$ cat src/rtl/keypad_scanner.sv
// rtl/keypad_scanner.sv - 4x4 matrix keypad scanner with debounce and one pulse per accepted key
// Optional feature macro: KEY_REPEAT_EN (auto-repeat while a key stays held)
module keypad_scanner #(
  parameter int DEBOUNCE_CYCLES = 4,
  parameter int SCAN_DWELL      = 4,
  parameter int REPEAT_CYCLES   = 16
) (
  input  logic       CLK,
  input  logic       RESET,
  input  logic       ENABLE,
  input  logic [3:0] COL_SENSE,
  output logic [3:0] ROW_DRIVE,
  output logic [3:0] ITEM_CODE,
  output logic       KEY_PRESS
);

  localparam int DW = $clog2(SCAN_DWELL);
  localparam int CW = $clog2(DEBOUNCE_CYCLES + 1);

  // An illegal parameter set keeps the scanner parked in IDLE instead of misbehaving.
  localparam bit CFG_OK = (DEBOUNCE_CYCLES >= 2) && (SCAN_DWELL >= 3) && (REPEAT_CYCLES >= 1);

  typedef enum logic [2:0] {
    ST_IDLE,
    ST_SCAN,
    ST_DEBOUNCE,
    ST_PRESSED,
    ST_WAIT_REL
  } state_t;

  state_t          state;
  state_t          state_nxt;
  logic [3:0]      col_m;
  logic [3:0]      col_s;
  logic [1:0]      row;
  logic [DW-1:0]   dwell;
  logic [CW-1:0]   cnt;
  logic [3:0]      col_lat;
  logic [3:0]      item_code_q;
  logic            rep_fire;

  logic            dwell_last;
  logic            col_zero;
  logic            col_onehot;
  logic            col_match;
  logic            deb_done;
  logic            rel_done;

  function automatic logic [1:0] col_index(input logic [3:0] c);
    logic [1:0] idx;
    idx = 2'd0;
    case (c)
      4'b0010: idx = 2'd1;
      4'b0100: idx = 2'd2;
      4'b1000: idx = 2'd3;
      default: idx = 2'd0;
    endcase
    return idx;
  endfunction

  assign dwell_last = (dwell == DW'(SCAN_DWELL - 1));
  assign col_zero   = (col_s == 4'b0000);
  assign col_onehot = !col_zero && ((col_s & (col_s - 4'd1)) == 4'b0000);
  assign col_match  = (col_s == col_lat);
  // The scan sample that latched the column counts as the first debounce sample.
  assign deb_done   = col_match && (cnt == CW'(DEBOUNCE_CYCLES - 1));
  assign rel_done   = col_zero && (cnt == CW'(DEBOUNCE_CYCLES - 1));

  // Two-flop synchronizer for the asynchronous column inputs.
  always_ff @(posedge CLK or posedge RESET) begin
    if (RESET) begin
      col_m <= 4'b0000;
      col_s <= 4'b0000;
    end else begin
      col_m <= COL_SENSE;
      col_s <= col_m;
    end
  end

  // State register.
  always_ff @(posedge CLK or posedge RESET) begin
    if (RESET) begin
      state <= ST_IDLE;
    end else begin
      state <= state_nxt;
    end
  end

  // Next-state decision; dropping ENABLE wins over everything.
  always_comb begin
    state_nxt = state;
    if (!ENABLE || !CFG_OK) begin
      state_nxt = ST_IDLE;
    end else begin
      case (state)
        ST_IDLE:     state_nxt = ST_SCAN;
        ST_SCAN:     if (dwell_last && col_onehot) state_nxt = ST_DEBOUNCE;
        ST_DEBOUNCE: begin
          if (!col_match)    state_nxt = ST_SCAN;
          else if (deb_done) state_nxt = ST_PRESSED;
        end
        ST_PRESSED:  state_nxt = ST_WAIT_REL;
        ST_WAIT_REL: if (rel_done) state_nxt = ST_SCAN;
        default:     state_nxt = ST_IDLE;
      endcase
    end
  end

  // Row pointer, dwell/debounce counters, latched column and the item code register.
  always_ff @(posedge CLK or posedge RESET) begin
    if (RESET) begin
      row         <= 2'd0;
      dwell       <= '0;
      cnt         <= '0;
      col_lat     <= 4'b0000;
      item_code_q <= 4'd0;
    end else if (!ENABLE || !CFG_OK) begin
      row   <= 2'd0;
      dwell <= '0;
      cnt   <= '0;
    end else begin
      case (state)
        ST_IDLE: begin
          row   <= 2'd0;
          dwell <= '0;
          cnt   <= '0;
        end
        ST_SCAN: begin
          if (dwell_last) begin
            dwell <= '0;
            if (col_onehot) begin
              col_lat <= col_s;
              cnt     <= CW'(1);
            end else begin
              // Empty row or ghosted multi-column pattern: move on.
              row <= row + 2'd1;
            end
          end else begin
            dwell <= dwell + 1'b1;
          end
        end
        ST_DEBOUNCE: begin
          if (!col_match) begin
            row   <= row + 2'd1;
            dwell <= '0;
            cnt   <= '0;
          end else if (deb_done) begin
            item_code_q <= {row, col_index(col_lat)};
            cnt         <= '0;
          end else begin
            cnt <= cnt + 1'b1;
          end
        end
        ST_PRESSED: begin
          cnt <= '0;
        end
        ST_WAIT_REL: begin
          if (col_zero) begin
            if (rel_done) begin
              row   <= row + 2'd1;
              dwell <= '0;
              cnt   <= '0;
            end else begin
              cnt <= cnt + 1'b1;
            end
          end else begin
            // Any contact restarts the release count.
            cnt <= '0;
          end
        end
        default: begin
          row   <= 2'd0;
          dwell <= '0;
          cnt   <= '0;
        end
      endcase
    end
  end

`ifdef KEY_REPEAT_EN
  localparam int RW = $clog2(REPEAT_CYCLES + 1);

  logic [RW-1:0] rep_cnt;

  assign rep_fire = ENABLE && (state == ST_WAIT_REL) && col_match &&
                    (rep_cnt == RW'(REPEAT_CYCLES - 1));

  // Auto-repeat counter: runs only while the same key is held in WAIT_REL.
  always_ff @(posedge CLK or posedge RESET) begin
    if (RESET) begin
      rep_cnt <= '0;
    end else if (!ENABLE || (state != ST_WAIT_REL) || !col_match || rep_fire) begin
      rep_cnt <= '0;
    end else begin
      rep_cnt <= rep_cnt + 1'b1;
    end
  end
`else
  assign rep_fire = 1'b0;
`endif

  // Outputs: row strobe follows the row pointer outside IDLE; pulse in PRESSED or on repeat.
  always_comb begin
    ROW_DRIVE = 4'b0000;
    KEY_PRESS = 1'b0;
    ITEM_CODE = item_code_q;
    if (state != ST_IDLE) begin
      ROW_DRIVE = 4'b0001 << row;
    end
    if ((state == ST_PRESSED) || rep_fire) begin
      KEY_PRESS = 1'b1;
    end
  end

endmodule

$ cat config.mk
export PLATFORM = sky130hd
export DESIGN_NAME = keypad_scanner
export DESIGN_NICKNAME = d
export VERILOG_FILES = /design/src/rtl/keypad_scanner.sv
export SDC_FILE = /design/constraint.sdc
export NUM_CORES = 1
export LEC_CHECK = 0
export CORE_UTILIZATION = 23
export CTS_CLUSTER_DIAMETER = 40
export DETAILED_ROUTE_END_ITERATION = 6
export SETUP_SLACK_MARGIN = 0.02
export SYNTH_ARGS = -nofsm -noshare
export SYNTH_HDL_FRONTEND = slang
export SYNTH_SLANG_ARGS = --single-unit
$ cat constraint.sdc
create_clock -name CLK -period 2.2 [get_ports CLK]
set_input_delay 0.44 -clock CLK [delete_from_list [all_inputs] [get_ports CLK]]
set_output_delay 0.44 -clock CLK [all_outputs]
set_load 0.05 [all_outputs]
# --- Yosys cells after proc, flatten, opt, wreduce, memory -nomap -nowiden ---
# Cells that the tools add are included.
word_totals:
  regBits: 26
  inputBits: 7
  out_inout_bits: 9
  elab_cells: 78
classes:
  n_addsub: 4
  eq_ne: 19
  shift: 1
  muxes: 30
  bitwise_logic: 1
  n_reduce_logical: 15
op_table:
  columns: ["op", "n"]
  rows:
  - ["3-bit two-way mux", 12]
  - ["2-bit two-way mux", 11]
  - ["3-bit inequality test, second input constant", 7]
  - ["2-bit one-hot mux with 4 select lines", 2]
  - ["3-bit one-hot mux with 5 select lines", 1]
  - ["4-bit AND reduction", 3]
  - ["3-bit by 2-bit == test with 1-bit output, second input constant", 3]
  - ["3-bit one-hot mux with 3 select lines", 1]
  - ["4-bit zero test", 2]
  - ["2-bit one-hot mux with 3 select lines", 1]
  - ["6-bit AND reduction", 1]
  - ["2-bit by 1-bit adder with 2-bit output, second input constant", 2]
  - ["4-bit bitwise AND", 1]
  - ["4-bit by 2-bit == test with 1-bit output, second input constant", 1]
  - ["4-bit by 3-bit == test with 1-bit output, second input constant", 1]
  - ["4-bit == test", 1]
  - ["4-bit == test, second input constant", 1]
  - ["1-bit logical AND", 4]
  - ["4-bit two-way mux", 1]
  - ["4-bit inequality test, second input constant", 1]
  - ["1-bit by 2-bit left shift with 4-bit output, first input constant", 1]
  - ["4-bit by 1-bit subtractor with 4-bit output, second input constant", 1]
  - ["3-bit by 1-bit adder with 3-bit output, second input constant", 1]
  - ["3-bit by 1-bit == test with 1-bit output, second input constant", 1]
  - ["other kinds (9)", 9]

# --- Depth between registers and ports, before layout ---
# Gate-level depths: netlist of run 1.
depth:
  word_depth: 8
  depth_mapped: 6
  mapped_depth_nobuf: 6

# --- Worst setup path before layout of run 1 ---
# Ideal clock, no wire load.
synth_timing:
  kind: "reg2reg"
  start: "reg state[0]"
  end: "reg row[0]"
  setup_time_ps: 127
  arrival_time_ps: 1661
  required_ps: 2073
  path_slack_ps: 412
  path_stages_with_launch: 6
  n_path_buf: 0
  period_less_slack_ps: 1788
  path_cell_list: "dfrtp_1 > nor2b_1 > and2_1 > a32oi_2 > nand3_2 > mux2_1"
synth_between:
  elab_chain_cells: 3
  word_cells_on_any_way: 13
  classes_between: "10 x eq/ne; 2 x mux; 1 x reduce/logical"
synth_rtl:
  columns: ["element", "line_no", "rtl"]
  rows:
  - ["start: declaration", "31", "state_t state;"]
  - ["start signal: assignment", "85", "state <= state_nxt;"]
  - ["3-bit by 2-bit == test with 1-bit output, or another cell as far along", "122", "case (state)"]
  - ["3-bit inequality test (no source line), or another cell as far along", null, null]
  - ["6-bit AND reduction (no source line) / 2-bit two-way mux (equally long branches)", null, null]
  - ["end signal: assignment", "136", "row <= row + 2'd1;"]
  - ["end signal: assignment", "144", "row <= row + 2'd1;"]
  - ["end signal: assignment", "160", "row <= row + 2'd1;"]
  - ["end: declaration", "35", "logic [1:0] row;"]
# Several ways; a longest one is shown, not always the timed one.
# A chain may end at the register's enable or synchronous reset.

# --- Worst setup path after layout of run 1 ---
layout_timing:
  start: "reg state[1]"
  end: "out ROW_DRIVE[2]"
layout_between:
  elab_chain_cells: 2
layout_rtl:
  columns: ["element", "line_no", "rtl"]
  rows:
  - ["3-bit nonzero test", "207", "if (state != ST_IDLE) begin"]
  - ["4-bit two-way mux", "207", null]
  - ["end: declaration", "12", "output logic [3:0] ROW_DRIVE,"]
# Every way passes these cells.

==> impl_metrics.yaml, run 1 <==
sta:
  setup-tns-final_ns: 0
  skew_ns: 0.00379
  max_slew_margin: 0.611
  rsz0062_at_grt: "false"
  worst_slew_pin_slew_ns: 0.574
  hold_violations: 0
  timing.final.crit_share: 0.866
  slew_viol_final: 0
  finalSetupViolations: 0
  max_freq_mhz: 525
  fin_crit_ns: 1.91
critical_path:
  cp.arrival_ns: 1.47
  path_buf_inv: 1
  critical_path_class: "flip-flop to primary output"
  crit_family: "simple AND/OR/NAND/NOR gates"
  cp-start-kind: "flip-flop"
  cp.required_ns: 1.76
  cp_slowest_cell: "dfrtp_1"
  critPathMaxStageDelay_ns: 0.47
  path_cells: "nor3_1 -> nor2b_1 -> buf_4"
  endpoint_kind: "primary output"
  critPathMaxFanout: 9
floorplanning:
  ios: 16
  start_util: 0.246
  row_count: 26
  dieArea_um2: 5910
  fp.dieW_um: 76.9
  die_height_um: 76.9
  core-area_um2: 5240
clock_tree:
  cts_max_path_buffers: 2
  postCtsHoldBufs: 0
  cts_buffers: 3
  insertion_delay_ns: 0.27
  cts_tree: "yes"
  post-cts-setup-buffer-count: 0
  cts.sinks: 26
  path_clk_slew_ns: 0.09
  root_buffer: "clkbuf_8"
  post_cts_resize_count: 0
  h-tree-depth: 1
logic_synthesis:
  postSynthCellCount: 109
  ys_types: 32
  ys_seq_elements: 26
  yosysTopAreaCell: "dfrtp_1"
  netlist_top_cells_area: "dfrtp_1 50%, ha_1 6.8%, mux2_4 4.7%"
  synth_seq_area_share: 0.504
  synth_nets: 123
  synth_area_per_cell_um2: 11.8
  syn_area_um2: 1290
  synth_warnings: 0
  synth_top_area_frac: 0.504
global_route:
  first_global_vias: 891
  overflow: 0
  grt_antenna_before_repair: 0
  grt_max_degree: 27
  grt_pass1_wl_um: 4040
  grt_use_total: 0.0858
route:
  drc: 0
  wire_per_inst_um: 11.1
  routed_via_density: 4.36
  wl_met2_um: 1060
  highest_layer: "met4"
  antenna_left: 0
  vias: 872
  drtPass1Iterations: 4
  wl_met1_um: 1020
  dr.first_iter.drc_count: 44
  wl_met3_um: 116
  drt_wl_total_um: 2210
place:
  placed_cells: 196
  port_buffers: 15
  gp_congestion: 0.774
  post-dp-hpwl_um: 1730
power:
  p_per_area_nw_per_um2: 596
  p_leak_nw: 0.767
  ir_worst_vdd_v: 0.000365
finish:
  drive_above_1_share: 0.185
  syn_to_final_growth_pct: 23.9
  diodes: 0
  instances_no_fill: 200
  nNetsFinal: 145
hold_path:
  hold_class: "flip-flop to flip-flop"
run:
  maxCapViolCount: 0
run_status:
  status: "finished clean"
-- cells in the mapped netlist --
cell type,count
nor4_2,1
a32oi_2,1
nor3_2,1
nor2b_2,1
nor2_1,7
nand3b_1,1
ha_1,7
and2_1,1
nand4_2,1
o211ai_1,1
xor2_1,5
nor4b_1,1
o41ai_1,2
nand3_1,2
a22o_1,3
a21o_1,2
o2bb2ai_1,1
o21ai_0,5
dfrtp_1,26
nand3_2,1
nor2b_1,9
a221oi_2,1
nor3_1,2
a32oi_1,1
nor3b_2,1
mux2_1,2
xnor2_1,2
o311ai_1,1
inv_1,8
nand2_1,7
nand2_4,1
mux2_4,4
-- worst paths after layout --
kind / startpoint / to / slack [ns] / cells after the start
min in group asynchronous: RESET / col_m[2]$_DFF_PP0_ / 0.51 / 3
setup reg to reg: cnt[0]$_DFFE_PP0P_ / row[0]$_DFFE_PP0P_ / 0.40 / 6
setup / recovery: state[1]$_DFFE_PP0P_ / ROW_DRIVE[2] / 0.29 / 3
max in group asynchronous: RESET / cnt[1]$_DFFE_PP0P_ / 1.44 / 3
hold / removal: col_m[1]$_DFF_PP0_ / col_s[1]$_DFF_PP0_ / 0.36 / 0
hold reg to reg: col_m[1]$_DFF_PP0_ / col_s[1]$_DFF_PP0_ / 0.36 / 0
-- state kept, by name, indices dropped and copies added, names as in the netlist --
signal,cells
row,2
ITEM_CODE,4
state,3
dwell,2
col_m,4
col_lat,4
cnt,3
col_s,4
-- report_power, final --
| group | leakage, nW | internal (W) | switching [W] | total, W |
|---|---|---|---|---|
| Clock | 0.0288 | 0.000160 | 0.000141 | 0.000300 |
| Sequential | 0.341 | 0.000497 | 0.0000212 | 0.000518 |
| Combinational | 0.398 | 0.0000543 | 0.0000800 | 0.000134 |
| Total | 0.767 | 0.000711 | 0.000242 | 0.000953 |
-- metrics by stage --
stage / power (W) / setup WS, ns / hold WS [ns] / instance area, um^2 / util
2_1_floorplan: 0.000618 / 0.412 / 0.331 / 1290 / -
3_3_place_gp: 0.000659 / 0.227 / 0.338 / 1540 / 0.295
3_5_place_dp: 0.000664 / 0.158 / 0.339 / 1540 / 0.295
4_1_cts: 0.000967 / 0.256 / 0.359 / 1600 / 0.305
5_1_grt: 0.00101 / 0.183 / 0.369 / 1600 / 0.305
6_report: 0.000953 / 0.294 / 0.356 / 1600 / 0.305
-- layout make-up --
| cell class | instances | area [um^2] |
|---|---|---|
| fillers | 528 | 3640 |
| flip-flops and latches | 26 | 651 |
| multi-input cells | 75 | 609 |
| repair buffers | 17 | 165 |
| well taps | 70 | 87.6 |
| clock buffers | 4 | 55.1 |
| inverters | 8 | 30.0 |
-- worst register-to-register path, delay by kind of cell (launching register included) --
family	cells	cell delay [ns]
adder cells (fa/ha/maj)	2	0.40
flip-flops	1	0.38
AO/OA/AOI/OAI	1	0.31
multiplexers	1	0.33
AND/OR/NAND/NOR	2	0.27
-- per-layer routing --
layer  vias up  GRT usage
li1        423          -
met1       426      0.104
met2        21      0.144
met3         2     0.0310
met4         0     0.0192
met5         -          0
-- logic make-up (layout without fill, tap and decap cells) --
logic type,after synthesis,after routing,share of synthesized area
simple gates,37,37,0.178
fa+ha+maj,7,7,0.0679
buf+inv,8,29,0.0233
flops,26,26,0.504
mux,6,6,0.0640
compound gates,18,18,0.115
xor+xnor,7,7,0.0475
-- placed cells by master, fill, tap and decap left out, types with 2 or more instances in the layout --
| cell type | synthesis | routed |
|---|---|---|
| nand3_1 | 2 | 2 |
| a21o_1 | 2 | 2 |
| clkbuf_8 | 0 | 4 |
| buf_4 | 0 | 6 |
| inv_1 | 8 | 8 |
| xnor2_1 | 2 | 2 |
| clkdlybuf4s50_1 | 0 | 10 |
| mux2_4 | 4 | 4 |
| o41ai_1 | 2 | 2 |
| a22o_1 | 3 | 3 |
| o21ai_0 | 5 | 5 |
| nor2_1 | 7 | 7 |
| dfrtp_1 | 26 | 26 |
| nand2_1 | 7 | 7 |
| ha_1 | 7 | 7 |
| xor2_1 | 5 | 5 |
| nor2b_1 | 9 | 9 |
| nor3_1 | 2 | 2 |
| mux2_1 | 2 | 2 |
Note: power is estimated with default switching activity, not from simulation.
==> inputs of run 2 (changes only) <==
--- a/config.mk
+++ b/config.mk
@@ -5,6 +5,7 @@
 export SDC_FILE = /design/constraint.sdc
 export NUM_CORES = 1
 export LEC_CHECK = 0
+export CORE_MARGIN = 1
 export CORE_UTILIZATION = 23
 export CTS_CLUSTER_DIAMETER = 40
 export DETAILED_ROUTE_END_ITERATION = 6
==> results of run 2 <==
The final DEF is identical to that of run 1; final timing and power are the same.
==> inputs of run 3 (changes only) <==
--- a/config.mk
+++ b/config.mk
@@ -10,6 +10,7 @@
 export CTS_CLUSTER_DIAMETER = 40
 export DETAILED_ROUTE_END_ITERATION = 6
 export SETUP_SLACK_MARGIN = 0.02
+export SLEW_MARGIN = 20
 export SYNTH_ARGS = -nofsm -noshare
 export SYNTH_HDL_FRONTEND = slang
 export SYNTH_SLANG_ARGS = --single-unit
==> results of run 3 <==
The final DEF is identical to that of run 1; final timing and power are the same.
